[src/rtl/satatx_framer.sv]
// SATA TX link-layer framer: wraps scrambled frame dwords in SOF/EOF,
// fills stalls with HOLD/HOLDA, sends WTRM until status, SYNC when idle.
//
// Ports:
//   S_AXI_ACLK      clock
//   i_reset         synchronous active-high reset
//   S_AXIS_TVALID   scrambled frame dword valid
//   S_AXIS_TREADY   framer accepts the dword this cycle
//   S_AXIS_TDATA    scrambled dword (CRC already appended upstream)
//   S_AXIS_TLAST    last dword of the frame
//   i_rx_hold       peer sends HOLD, answer with HOLDA
//   i_rx_done       peer returned R_OK/R_ERR, ends WTRM
//   M_AXIS_TVALID   output dword valid (continuous after reset)
//   M_AXIS_TREADY   PHY consumes the dword
//   M_AXIS_TDATA    dword towards the 8b/10b encoder
//   M_AXIS_TCHAR    1 = primitive, 0 = data
//   o_busy          high from SOF emission through the last WTRM
//
// Parameters:
//   ALIGN_INTERVAL  output dwords per ALIGN period (4..65535)
//   OPT_LOWPOWER    gate S_AXIS_TDATA off outside accepted data beats
//
// Build option:
//   SATATX_ALIGN_EN defined -> an ALIGN pair is inserted every
//   ALIGN_INTERVAL output dwords, freezing the frame state meanwhile.

module satatx_framer #(
    parameter int ALIGN_INTERVAL = 256,
    parameter bit OPT_LOWPOWER   = 1'b1
) (
    input  logic        S_AXI_ACLK,
    input  logic        i_reset,
    input  logic        S_AXIS_TVALID,
    output logic        S_AXIS_TREADY,
    input  logic [31:0] S_AXIS_TDATA,
    input  logic        S_AXIS_TLAST,
    input  logic        i_rx_hold,
    input  logic        i_rx_done,
    output logic        M_AXIS_TVALID,
    input  logic        M_AXIS_TREADY,
    output logic [31:0] M_AXIS_TDATA,
    output logic        M_AXIS_TCHAR,
    output logic        o_busy
);

    localparam logic [31:0] P_SYNC  = 32'hB5B5957C;
    localparam logic [31:0] P_SOF   = 32'h3737B57C;
    localparam logic [31:0] P_EOF   = 32'hD5D5B57C;
    localparam logic [31:0] P_HOLD  = 32'hD5D5AA7C;
    localparam logic [31:0] P_HOLDA = 32'h9595AA7C;
    localparam logic [31:0] P_WTRM  = 32'h5858B57C;
    localparam logic [31:0] P_ALIGN = 32'h7B4A4ABC;

    typedef enum logic [1:0] {
        S_IDLE,
        S_DATA,
        S_EOF,
        S_WTRM
    } state_t;

    state_t      r_state;
    logic        r_tvalid;
    logic [31:0] r_tdata;
    logic        r_tchar;
    logic        r_busy;

    logic        w_slot;
    logic        w_align;
    logic        w_ready;
    logic        w_accept;
    logic [31:0] w_din;

    // The output register may only advance when it is empty or
    // being consumed; everything else keys off this.
    assign w_slot = !r_tvalid || M_AXIS_TREADY;

`ifdef SATATX_ALIGN_EN
    localparam logic [15:0] AL_FIRST = 16'(ALIGN_INTERVAL - 2);
    localparam logic [15:0] AL_LAST  = 16'(ALIGN_INTERVAL - 1);

    logic [15:0] r_acnt;

    // Counter runs over every slot; its last two positions of each
    // period are the ALIGN pair, after which it wraps to zero.
    assign w_align = (r_acnt >= AL_FIRST);

    always_ff @(posedge S_AXI_ACLK) begin
        if (i_reset) begin
            r_acnt <= '0;
        end else if (w_slot) begin
            if (r_acnt == AL_LAST)
                r_acnt <= '0;
            else
                r_acnt <= r_acnt + 16'd1;
        end
    end
`else
    logic w_unused_cfg;

    assign w_align      = 1'b0;
    assign w_unused_cfg = ALIGN_INTERVAL[0];
`endif

    // Ready is withheld while the peer holds us off and while an
    // ALIGN pair owns the slot.
    assign w_ready = (r_state == S_DATA) && !i_rx_hold
                  && w_slot && !w_align;

    assign w_accept = w_ready && S_AXIS_TVALID;

    assign w_din = (OPT_LOWPOWER && !w_accept) ? '0 : S_AXIS_TDATA;

    assign S_AXIS_TREADY = w_ready;
    assign M_AXIS_TVALID = r_tvalid;
    assign M_AXIS_TDATA  = r_tdata;
    assign M_AXIS_TCHAR  = r_tchar;
    assign o_busy        = r_busy;

    always_ff @(posedge S_AXI_ACLK) begin
        if (i_reset) begin
            r_state  <= S_IDLE;
            r_tvalid <= 1'b0;
            r_tdata  <= P_SYNC;
            r_tchar  <= 1'b1;
            r_busy   <= 1'b0;
        end else if (w_slot) begin
            r_tvalid <= 1'b1;
            r_tchar  <= 1'b1;
            if (w_align) begin
                r_tdata <= P_ALIGN;
            end else begin
                unique case (r_state)
                    S_IDLE: begin
                        if (S_AXIS_TVALID) begin
                            r_tdata <= P_SOF;
                            r_state <= S_DATA;
                            r_busy  <= 1'b1;
                        end else begin
                            r_tdata <= P_SYNC;
                        end
                    end
                    S_DATA: begin
                        if (i_rx_hold) begin
                            r_tdata <= P_HOLDA;
                        end else if (S_AXIS_TVALID) begin
                            r_tdata <= w_din;
                            r_tchar <= 1'b0;
                            if (S_AXIS_TLAST)
                                r_state <= S_EOF;
                        end else begin
                            r_tdata <= P_HOLD;
                        end
                    end
                    S_EOF: begin
                        r_tdata <= P_EOF;
                        r_state <= S_WTRM;
                    end
                    S_WTRM: begin
                        if (i_rx_done) begin
                            r_tdata <= P_SYNC;
                            r_state <= S_IDLE;
                            r_busy  <= 1'b0;
                        end else begin
                            r_tdata <= P_WTRM;
                        end
                    end
                endcase
            end
        end
    end

endmodule
[config.mk]
export PLATFORM = sky130hd
export DESIGN_NAME = satatx_framer
export DESIGN_NICKNAME = d
export VERILOG_FILES = /design/src/rtl/satatx_framer.sv
export SDC_FILE = /design/constraint.sdc
export NUM_CORES = 1
export LEC_CHECK = 0
export CORE_MARGIN = 1
export CORE_UTILIZATION = 35
export CTS_CLUSTER_SIZE = 24
export DETAILED_ROUTE_END_ITERATION = 8
export DONT_BUFFER_PORTS = 1
export GPL_ROUTABILITY_DRIVEN = 0
export PLACE_DENSITY = 0.5
export SLEW_MARGIN = 0
export SYNTH_ARGS = -nofsm -noshare
export SYNTH_HDL_FRONTEND = slang
export SYNTH_SLANG_ARGS = --single-unit
[constraint.sdc]
create_clock -name S_AXI_ACLK -period 1.7 [get_ports S_AXI_ACLK]
set_input_delay 0.17 -clock S_AXI_ACLK [delete_from_list [all_inputs] [get_ports S_AXI_ACLK]]
set_output_delay 0.17 -clock S_AXI_ACLK [all_outputs]
set_load 0.02 [all_outputs]
# [Word level (Yosys, flattened, before mapping)]
# Index checks and enable logic that the tools add are counted.
[word_totals] reg_bits=37 input_bits=39 out_inout_bits=36 word_cells=41
[op_classes] eq_ne=8 n_mux=18 n_reduce_logical=10
[op_table] op="2-to-1 mux 32 bit" n=5
[op_table] op="one-hot mux 32 bit (4 select lines)" n=1
[op_table] op="2-to-1 mux 2 bit" n=5
[op_table] op="inequality test 2 bit (second input constant)" n=5
[op_table] op="one-hot mux 2 bit (4 select lines)" n=1
[op_table] op="AND reduction 6 bit" n=1
[op_table] op="2-to-1 mux 1 bit" n=5
[op_table] op="equality test 2 bit (second input constant)" n=2
[op_table] op="AND reduction 4 bit" n=1
[op_table] op="logical AND 1 bit" n=3
[op_table] op="equality test 2 x 1 -> 1 bit (second input constant)" n=1
[op_table] op="logical NOT 1 bit" n=2
[op_table] op="logical NOT 2 bit" n=1
[op_table] op="one-hot mux 1 bit (2 select lines)" n=1
[op_table] op="nonzero test 2 bit" n=1
[op_table] op="logical OR 1 bit" n=1

# [Depth between registers and ports, before layout]
[logic_depth] word_depth=8 ltp_mapped=7 ltp_nobuf=5

# [Worst setup path after synthesis]
# No wires, ideal clock.
[synth_path] path_type="reg-to-reg" from="register r_state[1]" to="register r_tdata[15], in the netlist M_AXIS_TDATA[15]" setup_ps=122 t_arrival_ps=1369 required_time_ps=1578 slack_ps=209 path_stages_with_launch=7 n_path_buf=2 synth_period_minus_slack_ps=1491 path_cell_list="dfxtp_1 inv_1 ha_1 buf_2 and2_1 clkbuf_1 a221o_1"
[synth_via] elab_chain_len=8 word_cells_on_any_way=11 classes_between="3 x eq/ne; 4 x mux; 4 x reduce/logical"
[synth_lines] element="start: declaration" line="61" text="state_t r_state;"
[synth_lines] element="start signal: assignment" line="121" text="r_state <= S_IDLE;"
[synth_lines] element="start signal: assignment" line="136" text="r_state <= S_DATA;"
[synth_lines] element="start signal: assignment" line="149" text="r_state <= S_EOF;"
[synth_lines] element="equality test 2 x 1 -> 1 bit" line="106, 132"
[synth_lines] element="logical AND 1 bit" line="106" text="assign w_ready = (r_state == S_DATA) && !i_rx_hold"
[synth_lines] element="logical AND 1 bit" line="107" text="&& w_slot && !w_align;"
[synth_lines] element="logical AND 1 bit" line="109" text="assign w_accept = w_ready && S_AXIS_TVALID;"
[synth_lines] element="2-to-1 mux 32 bit" line="111" text="assign w_din = (OPT_LOWPOWER && !w_accept) ? '0 : S_AXIS_TDATA;"
[synth_lines] element="2-to-1 mux 32 bit" line="145" text="end else if (S_AXIS_TVALID) begin"
[synth_lines] element="2-to-1 mux 32 bit" line="143" text="if (i_rx_hold) begin"
[synth_lines] element="one-hot mux 32 bit (4 select lines) *" line="132" text="unique case (r_state)"
[synth_lines] element="end signal: assignment" line="146" text="r_tdata <= w_din;"
[synth_lines] element="end: declaration" line="63" text="logic [31:0] r_tdata;"
# Every way passes the cells marked *; elsewhere a longest branch is shown, timed or not.
# A chain may end at the register's enable or synchronous reset.

# [Worst setup path after layout]
[layout_path] from="register r_state[1]" to="output S_AXIS_TREADY"
[layout_via] elab_chain_len=3
[layout_lines] element="equality test 2 x 1 -> 1 bit" line="106"
[layout_lines] element="logical AND 1 bit" line="106"
[layout_lines] element="logical AND 1 bit" line="107"
[layout_lines] element="end: declaration" line="34" text="output logic S_AXIS_TREADY,"
# No other way between the ends.

==> flow_results.org <==
** Power
- Lkg Pwr :: 0.656 nW
- Per report_power, the clock group accounts for 20.3% of the total.
- Sequential group share of total power :: 50.0%
- IR analysis of the VDD net gives a maximum drop of 482 uV.
- Combinational logic burns 29.7% of the power.
- In this run the power spent charging and discharging nets is 1.06 mW.
- Of the total power, the share spent switching nets is 38.6%.
- The internal power of the cells totals 1.69 mW.
- Power density over the cells :: 1480 nW/um2

** Global routing
- Entering global routing, the biggest net connects 39 pins.
- GRT Util Overall :: 18.1%
- Global routing finished with a remaining overflow of 0.
- Initial antenna violation count :: 0
- The first global-routing pass estimated 7010 um of wire.
- The number of global-route vias before repair is 1,450.

** Logic synthesis
- Fraction of post-synthesis cell area in the top cell type by area :: 44.4%
- The biggest area contributor in the post-synthesis netlist is sky130_fd_sc_hd__dfxtp_1.
- Counting distinct cell types in the post-synthesis netlist gives 34.
- Number of warnings reported in the yosys synthesis log :: 0
- In this run the cell area of the synthesized design comes to 1670 um2.
- Sorting the synthesized cells by area gives the leading types as sky130_fd_sc_hd__dfxtp_1 (44%), sky130_fd_sc_hd__a221o_1 (10%), sky130_fd_sc_hd__nand2b_1 (6.0%).
- Synth Instances :: 177
- In this run, synthesis inferred 0 flip-flops with an integrated enable.
- Counting every net in the synthesized netlist gives 220.
- Among all flip-flop cells after synthesis, the most frequent one is sky130_fd_sc_hd__dfxtp_1.
- In the synthesized netlist the async set-or-reset flop fraction comes to 0%.
- After synthesis, flip-flops and latches occupy 44.4% of the total area.
- Counting flops and latches in the post-synthesis netlist gives 37.
- Dividing the synthesized area by the synthesized cell count gives 9.43 um2.

** CTS
- CTS tree :: built
- Counting every sink on the clock net gives 37.
- At the later pin of the worst-skew pair, clock insertion delay measures 290 ps.
- No sink is reached through more buffers than the 2 on the longest clock path.
- In this run, CTS created clock tree buffers numbering 5.
- Root Driver :: sky130_fd_sc_hd__clkbuf_8
- H-tree Lvls :: 2
- Clock-pin slew was measured on the worst setup and hold paths at 70 ps.

** Setup path
- Worst-path maximum fanout :: 10
- Critical setup path kind :: reg -> out
- The critical path starts at r_state[1].
- Reg-to-Reg Start :: r_state[0]
- Endpoint kind of the worst setup timing path :: output pin
- The worst setup path is launched from a register.
- Endpoint of the worst setup timing path :: S_AXIS_TREADY
- Data on the critical path arrives at its endpoint at 1510 ps.
- Worst R2R End :: M_AXIS_TDATA[23]
- Depth of the worst register-to-register path :: 5
- Data required time of the worst path :: 1530 ps
- Internal reg-to-reg setup slack :: 90 ps

** STA
- Setup repair after global routing could not meet its margin everywhere.
- The number of slew-limit violations in the final report came to 0.
- Clock Skew :: 8.80 ps
- Post-layout minimum cycle time :: 1680 ps
- Highest clock frequency the design can meet :: 0.594 GHz
- At the pin with the least slew margin, the transition time is 563 ps.
- Hold violation total from the final report :: 0
- Headroom to the max-slew limit :: 62.3%
- Final period utilization :: 99.1%
- Hold timing on the final database bottoms out at a slack of 20.2 ps.
- In the final timing run, aggregate negative setup slack is 0 ps.
- Setup violations remaining at the end of the flow were counted as 0.

** Min path
- Along the worst hold path, the cell count comes to 1.
- In this run the worst hold path is classified as in -> reg.

** Placed design
- Number of instances in the placed design :: 222
- Detailed placement HPWL :: 3160 um
- Buffers placed on the I/O ports in this run total 0.

** Routing
- Average detailed-routed wire length per instance :: 18.9 um
- After detailed routing, the total wire length is 4330 um.
- Once detail routing completed, the nets flagged for antenna violations numbered 0.
- Number of DRC violations after detailed-routing iteration 0 :: 70
- For this run, the detailed router's first-pass iteration total came to 6.
- Dividing the detail-routed via count by the number of cells gives 6.08.
- Total number of vias :: 1,393
- Number of DRC violations after detailed routing :: 4

** Layout
- For this run, the post-layout net count is 221.
- ANT cells :: 0
- Area Overhead vs Synth :: 11.1%
- Top library cells by usage in the layout, fill and taps aside :: sky130_fd_sc_hd__dfxtp_1 (37), sky130_fd_sc_hd__a221o_1 (17), sky130_fd_sc_hd__nand2b_1 (16)
- Non-Filler Instances :: 229
- In the final layout, the share of cells above drive strength 1 is 14.1%.
- Measured on the finished design, the core utilization comes to 41.4%.
- The library cell used most frequently in the layout, excluding fill and tap cells, is sky130_fd_sc_hd__dfxtp_1.

** Floorplan
- DIE WIDTH :: 71.1 um
- Core outline area :: 4470 um2
- Pin placement for this block handled 75 I/O pins.
- The floorplan step defined a die boundary enclosing 5050 um2.
- The initial utilization of the core area, before any placement, comes to 37.3%.
- The die is 71.1 um tall.
- Num rows :: 24

** Outcome
- The run finished, with violations left.
- Failing checks :: design-rule violations

** Run
- The tool flagged a number of max-cap violations equal to 0.
## synth_stat cells, types with 3 or more instances
library cell and n:
sky130_fd_sc_hd__nor3_1 3, sky130_fd_sc_hd__a221o_1 17, sky130_fd_sc_hd__inv_1 4, sky130_fd_sc_hd__o41ai_1 4, sky130_fd_sc_hd__o21ai_0 5, sky130_fd_sc_hd__nor2_1 6, sky130_fd_sc_hd__nand2_1 12, sky130_fd_sc_hd__nand4_1 6
sky130_fd_sc_hd__nor2b_1 4, sky130_fd_sc_hd__nand2b_1 16, sky130_fd_sc_hd__dfxtp_1 37, sky130_fd_sc_hd__a211oi_1 4, sky130_fd_sc_hd__a21oi_1 10, sky130_fd_sc_hd__buf_2 8, sky130_fd_sc_hd__ha_1 4, sky130_fd_sc_hd__clkbuf_1 8
sky130_fd_sc_hd__nand3_1 4
## cell families (layout without fill, tap and decap cells)
family                     Yosys count  after routing  synth area share (%)
and+or+nand+nor                     61             61                  20.4
AOI/OAI and AO/OA                   53             53                  25.9
DFF                                 37             37                  44.4
buffers and inverters               20             20                  5.10
adders and majority gates            4              4                  3.00
muxes                                2              2                  1.20
## per-layer routing
| metal | part of all wire (%) | GRT usage (%) | wire (um) |
|---|---|---|---|
| met4 | 2.0 | 8.44 | 85 |
| met2 | 49 | 29.6 | 2110 |
| met1 | 41 | 20.3 | 1790 |
| met3 | 8.0 | 7.98 | 346 |
| met5 | 0 | 0 | 0 |
## state kept, by name, summed over array words and instances (netlist names)
name / cells
M_AXIS_TVALID: 1
M_AXIS_TCHAR: 1
o_busy: 1
M_AXIS_TDATA: 32
r_state: 2
## through the flow
stage               cell area (um2)  total power [mW]  setup slack (ps)
floorplan                      1670              1.96               209
global placement               1740              2.13              99.3
detailed placement             1740              2.16              5.67
CTS                            1840              2.74            -0.307
global route                   1850              2.93             -70.1
finish                         1850              2.75              15.5
## what timing repair did
item,CTS,global route
gates resized for setup,3,4
setup endpoints to repair,1,16
pin swaps,0,1
endpoints found under the hold margin,14,0
cloned,0,0
hold buffers,1,0
setup buffers,0,0
## power groups by stage
stage	combinational [mW]	sequential, mW	clock, mW
after global routing	0.914	1.40	0.614
after floorplan	0.596	1.36	0
after global placement	0.744	1.39	0
after CTS	0.787	1.38	0.571
final	0.815	1.37	0.559
after detailed placement	0.767	1.40	0
## worst min path at each step
stage,startpoint,slack [ps],endpoint
2_1_floorplan,i_reset,270,M_AXIS_TDATA[21]
3_3_place_gp,i_reset,240,M_AXIS_TDATA[7]
3_5_place_dp,i_reset,240,M_AXIS_TDATA[25]
4_1_cts,S_AXIS_TDATA[21],10,M_AXIS_TDATA[21]
5_1_grt,S_AXIS_TDATA[29],9,M_AXIS_TDATA[29]
6_report,S_AXIS_TDATA[21],20,M_AXIS_TDATA[21]
## worst max-delay path: stages, from the launching register on
cell and delay [ps]:
sky130_fd_sc_hd__dfxtp_1 340, sky130_fd_sc_hd__inv_1 90, sky130_fd_sc_hd__ha_2 320, sky130_fd_sc_hd__nor2b_1 250
sky130_fd_sc_hd__and2_2 250
## cell type report
cell class / instances / area (um2)
Sequential cell: 37 / 741
Fill cell: 438 / 2620
Clock inverter: 1 / 5.00
Timing Repair Buffer: 10 / 90.1
Tap cell: 52 / 65.1
Clock buffer: 5 / 68.8
Multi-Input combinational cell: 120 / 870
Inverter: 4 / 15.0
Note: power is estimated with default switching activity, not from simulation.
